$ cat config.mk
export PLATFORM = sky130hd
export DESIGN_NAME = regfile_bypass_sb
export DESIGN_NICKNAME = d
export VERILOG_FILES = /design/src/rtl/regfile_bypass_sb.sv
export SDC_FILE = /design/constraint.sdc
export NUM_CORES = 2
export LEC_CHECK = 0
export ABC_CLOCK_PERIOD_IN_PS = 2600
export CAP_MARGIN = 20
export CORE_ASPECT_RATIO = 0.9
export CORE_MARGIN = 2
export CORE_UTILIZATION = 60
export CTS_CLUSTER_SIZE = 40
export DETAILED_ROUTE_END_ITERATION = 8
export PLACE_DENSITY = 0.78
export SLEW_MARGIN = 20
export SYNTH_ARGS = -nofsm -noshare
export SYNTH_HDL_FRONTEND = slang
export SYNTH_SLANG_ARGS = --single-unit
$ cat constraint.sdc
create_clock -name clk -period 2.6 [get_ports clk]
set_clock_uncertainty 0.15 [all_clocks]
set_input_delay 0.26 -clock clk [delete_from_list [all_inputs] [get_ports clk]]
set_output_delay 0.26 -clock clk [all_outputs]
set_load 0.01 [all_outputs]
$ cat src/rtl/regfile_bypass_sb.sv
// ---------------------------------------------------------------------------
// regfile_bypass_sb : ID-stage register file with write-back bypass and a
//                     per-register pending scoreboard that drives stall.
// Revision: 1.0
// ---------------------------------------------------------------------------
`default_nettype none

module regfile_bypass_sb #(
  parameter int DATA_W    = 32,
  parameter int ADDR_W    = 5,
  parameter int INSTR_W   = 32,
  parameter int RS_LSB    = 21,
  parameter int RT_LSB    = 16,
  parameter int ZERO_REG0 = 1,
  parameter int BYPASS    = 1
) (
  input  logic               clk,
  input  logic               rst_n,
  input  logic [INSTR_W-1:0] ifid_instr,
  input  logic               we,
  input  logic [ADDR_W-1:0]  waddr,
  input  logic [DATA_W-1:0]  wdata,
  input  logic               sb_set,
  input  logic [ADDR_W-1:0]  sb_addr,
  output logic [ADDR_W-1:0]  rs,
  output logic [ADDR_W-1:0]  rt,
  output logic [DATA_W-1:0]  qa,
  output logic [DATA_W-1:0]  qb,
  output logic               stall
);

  localparam int DEPTH   = 2 ** ADDR_W;
  localparam bit ZERO_EN = (ZERO_REG0 != 0);
  localparam bit BYP_EN  = (BYPASS != 0);

  logic [DATA_W-1:0] regs_q [DEPTH];
  logic [DATA_W-1:0] regs_d [DEPTH];
  logic [DEPTH-1:0]  pending_q;
  logic [DEPTH-1:0]  pending_d;

  logic byp_a;
  logic byp_b;
  logic zero_a;
  logic zero_b;
  logic unused_instr;

  assign rs = ifid_instr[RS_LSB +: ADDR_W];
  assign rt = ifid_instr[RT_LSB +: ADDR_W];
  assign unused_instr = ^ifid_instr;

  always_comb begin
    regs_d = regs_q;
    if (we && !(ZERO_EN && (waddr == '0))) begin
      regs_d[waddr] = wdata;
    end

    // A fresh issue outranks a retiring write: the new producer is still outstanding.
    pending_d = pending_q;
    for (int i = 0; i < DEPTH; i++) begin
      if (sb_set && (sb_addr == ADDR_W'(i))) begin
        pending_d[i] = 1'b1;
      end else if (we && (waddr == ADDR_W'(i))) begin
        pending_d[i] = 1'b0;
      end
    end
    if (ZERO_EN) begin
      pending_d[0] = 1'b0;
    end
  end

  always_ff @(posedge clk) begin
    if (!rst_n) begin
      for (int i = 0; i < DEPTH; i++) begin
        regs_q[i] <= '0;
      end
      pending_q <= '0;
    end else begin
      regs_q    <= regs_d;
      pending_q <= pending_d;
    end
  end

  assign byp_a  = BYP_EN && we && (waddr == rs);
  assign byp_b  = BYP_EN && we && (waddr == rt);
  assign zero_a = ZERO_EN && (rs == '0);
  assign zero_b = ZERO_EN && (rt == '0);

  always_comb begin
    qa = regs_q[rs];
    if (byp_a) qa = wdata;
    if (zero_a) qa = '0;
    qb = regs_q[rt];
    if (byp_b) qb = wdata;
    if (zero_b) qb = '0;
  end

  // A bypassed operand is satisfied this cycle even though its pending bit is still set.
  assign stall = (pending_q[rs] && !byp_a && !zero_a) ||
                 (pending_q[rt] && !byp_b && !zero_b);

endmodule

`default_nettype wire

==> flow_summary_export.csv <==
group,metric,value,unit
status,status,"finished with violations",
status,violations,"setup timing",
place,gp_congestion,1.04,
critical_path,r2r-end,"regs_q[147]",
critical_path,slowest_stage,"mux4_2",
cells_and_area,nNetsFinal,6455,
critical_path,crit_end,"qb[31]",
clocking,cts_buffers,109,
floorplanning,start_util,60.2,%
critical_path,regToRegSetupSlack,1.50,ns
power_and_ir_drop,total_power,38.0,mW
timing,setup_viol,65,
global_routing,antenna_found_initial,7,
synthesis,syn-num-nets,6219,
cells_and_area,multi_input_area,0.0341,sq mm
synthesis,avgSynthCellArea,9.25,sq um
route,via_count,55200,
route,routed_wl,239000,um
cells_and_area,final_area,0.0696,sq mm
synthesis,syn_area,0.0568,sq mm
timing,tightest_slew,0.911,ns
timing,slew_headroom,39.0,%
power_and_ir_drop,leakagePower,23.8,nW
synthesis,yosysSeqAreaShare,37.2,%
floorplanning,io_pins,153,
critical_path,worstPathRequired,2.19,ns
critical_path,max_stage_delay,0.50,ns
synthesis,synth_edf_count,0,
cells_and_area,area_growth,22.5,%
timing,max_freq,0.336,GHz
power_and_ir_drop,vdd_drop_max,0.618,mV
timing,post-route-min-period,2.98,ns
route,drt-wirelength-per-cell,31.0,um
cells_and_area,utilization,73.8,%
clocking,cts_buffer_depth,3,
clocking,path_clk_slew,0.07,ns
critical_path,critPathArrivalTime,2.57,ns
global_routing,grt_max_degree,138,
critical_path,reg2reg_depth,2,
route,drc,0,
global_routing,grt_first_pass_wirelength,343000,um
synthesis,ys_types,62,
synthesis,synth_area_leader_cell,"dfxtp_1",
critical_path,crit_type,"flip-flop to primary output",
critical_path,rr_startpoint,"regs_q[147]",
global_routing,grt_pass1_vias,52900,
clocking,worstSkewPairLatency,0.73,ns
route,firstDrtPassIters,9,
synthesis,syn_inst,6141,
synthesis,synth_area_leaders,"dfxtp_1, mux4_2, nand2_1",
timing,worst_slack,-0.376,ns
clocking,cts_tree,"done",
timing,setup_tns,-9.38,ns
floorplanning,die-area,0.0971,sq mm
critical_path,critPathMaxFanout,2,
critical_path,crit_path_end_kind,"primary output",
cells_and_area,drive_gt1_share,28.6,%
worst_hold_path,min_path_type,"primary input to flip-flop",
synthesis,synthArstFlopShare,0,%
global_routing,gr-total-overflow,0,
clocking,htreeDepth,3,
synthesis,ys_ff_latch,1055,
cells_and_area,regArea,0.0213,sq mm
synthesis,yosysWarnings,0,
route,via_per_inst,7.14,
route,dr.first_iter.drc_count,9708,
route,antenna_left,0,
place,dpl_cell_area,0.0637,sq mm
timing,post-route-period-util,114,%
clocking,cts.sinks,1055,
critical_path,crit_path_start_kind,"flip-flop",
power_and_ir_drop,power.density,546,mW/mm^2
clocking,cts_root_buffer,"clkbuf_16",
place,portBuffers,130,
timing,slew_viol_final,0,
floorplanning,fp.dieH,296,um
floorplanning,num_rows,107,
floorplanning,dieWidth,328,um
timing,hold_viol_final,0,
place,dp_slack,-0.771,ns
cells_and_area,fillers,6058,
global_routing,grt_use_total,47.7,%
critical_path,path_cells,"mux4_2, nor2b_1, a211oi_2, a2111oi_2, a221o_1, buf_2",
job,maxCapViolCount,0,
floorplanning,core,0.0943,sq mm
synthesis,yosysTopAreaCellShare,37.2,%
synthesis,synth_ff_type,"dfxtp_1",
place,post-dp-hpwl,152000,um
critical_path,crit_start,"regs_q[927]",
timing,rsz0062_at_grt,"true",
## per-layer routing
layer	GRT usage [%]	vias to the layer above	share of wire (%)	routed length (um)
li1	-	22000	-	-
met1	58.2	26200	33	77800
met2	65.9	5297	40	95400
met3	21.5	1611	18	43400
met4	35.9	6	9.5	22600
met5	0.445	-	0.024	57
## worst min-delay path by stage
stage           startpoint           to  depth (start not counted)
3_3_place_gp   regs_q[731]  regs_q[731]                          2
4_1_cts          wdata[23]   regs_q[55]                          4
6_report         wdata[23]   regs_q[55]                          4
2_1_floorplan  regs_q[463]  regs_q[463]                          2
5_1_grt          wdata[23]   regs_q[55]                          4
3_5_place_dp   regs_q[363]  regs_q[363]                          2
## layout by cell type (no fill, tap or decap), drive strengths merged, types with 10 or more instances in the layout
master         count
nand2           2107
dfxtp           1055
a21boi           992
buf              729
mux4             473
mux2i            169
clkbuf           163
o22ai             81
nor2              74
a22oi             68
nor2b             50
nor3              50
clkdlybuf4s50     48
a22o              44
a211oi            42
and2              40
a32oi             39
nand3             24
clkinv            23
a221oi            19
a221o             14
o211ai            14
bufinv            14
o21ai             14
nand2b            11
mux2              10
xnor2             10
## power by group
part           leakage [nW]  total [mW]  internal, mW  switching (mW)
Clock                  1.87        17.0          9.84            7.17
Combinational          13.3        4.61          1.96            2.65
Sequential             8.60        16.4          16.3          0.0941
## cell type report
type | instances | area share, %
multi-input cells | 4417 | 49.0
flip-flops and latches | 1055 | 30.7
repair buffers | 790 | 12.6
clock buffers | 158 | 4.55
well taps | 1253 | 2.25
clock inverters | 44 | 0.944
inverters | 4 | 0.0234
diodes | 5 | 0.0180
## synth_stat cells, types with 5 or more instances
cell / n
a32oi_1: 39
nand3_1: 24
buf_6: 17
buf_1: 12
o21ai_0: 14
nor3b_1: 5
buf_2: 149
and2_1: 40
nand2_1: 2107
nor2_2: 10
dfxtp_1: 1055
a31oi_1: 5
nand2b_1: 11
a21boi_0: 886
mux4_1: 12
nor2b_1: 50
a21boi_1: 106
clkbuf_1: 388
mux2_2: 10
mux4_2: 461
a221oi_1: 19
nor3_1: 47
a22o_1: 44
clkbuf_2: 8
a221o_1: 14
a22oi_1: 68
xnor2_1: 10
mux2i_1: 169
buf_4: 80
and3_1: 7
o22ai_1: 81
buf_12: 9
a211oi_1: 40
or2_2: 6
o211ai_1: 14
nor2_1: 64
## stage by stage
stage | std cells | hold WS [ns]
final | 7726 | 0.124
after global routing | 7722 | 0.154
after CTS | 7711 | 0.141
after detailed placement | 7474 | 0.309
after global placement | 7474 | 0.300
after floorplan | 6141 | 0.290
## cell families (layout without fill, tap and decap cells)
family,after synthesis,count (layout),synth area share [%]
other cells,0,5,0
simple gates,2398,2398,16.8
buf+inv,669,996,5.82
mux,652,652,22.0
compound gates,1357,1357,18.0
flops,1055,1055,37.2
xor+xnor,10,10,0.154
## repair_timing
item,in CTS,in global routing
gates resized for setup,605,173
setup endpoints to repair,65,65
buffers inserted,44,12
pin swaps,154,85
hold endpoints to repair,45,0
hold buffers,1,0
gates cloned,4,2
## registers in the layout (all words and copies together), names as in the netlist
signal and flops:
regs_q 1024, pending_q 31
## worst max-delay path: cells and delay by family, from the launching register on
family	cells	cell delay (ns)
flip-flops	1	0.32
multiplexers	1	0.50
buffers and inverters	1	0.19
AND/OR/NAND/NOR	1	0.16
AO/OA/AOI/OAI	3	0.65
No activity file was read; power rests on OpenSTA's default activity.
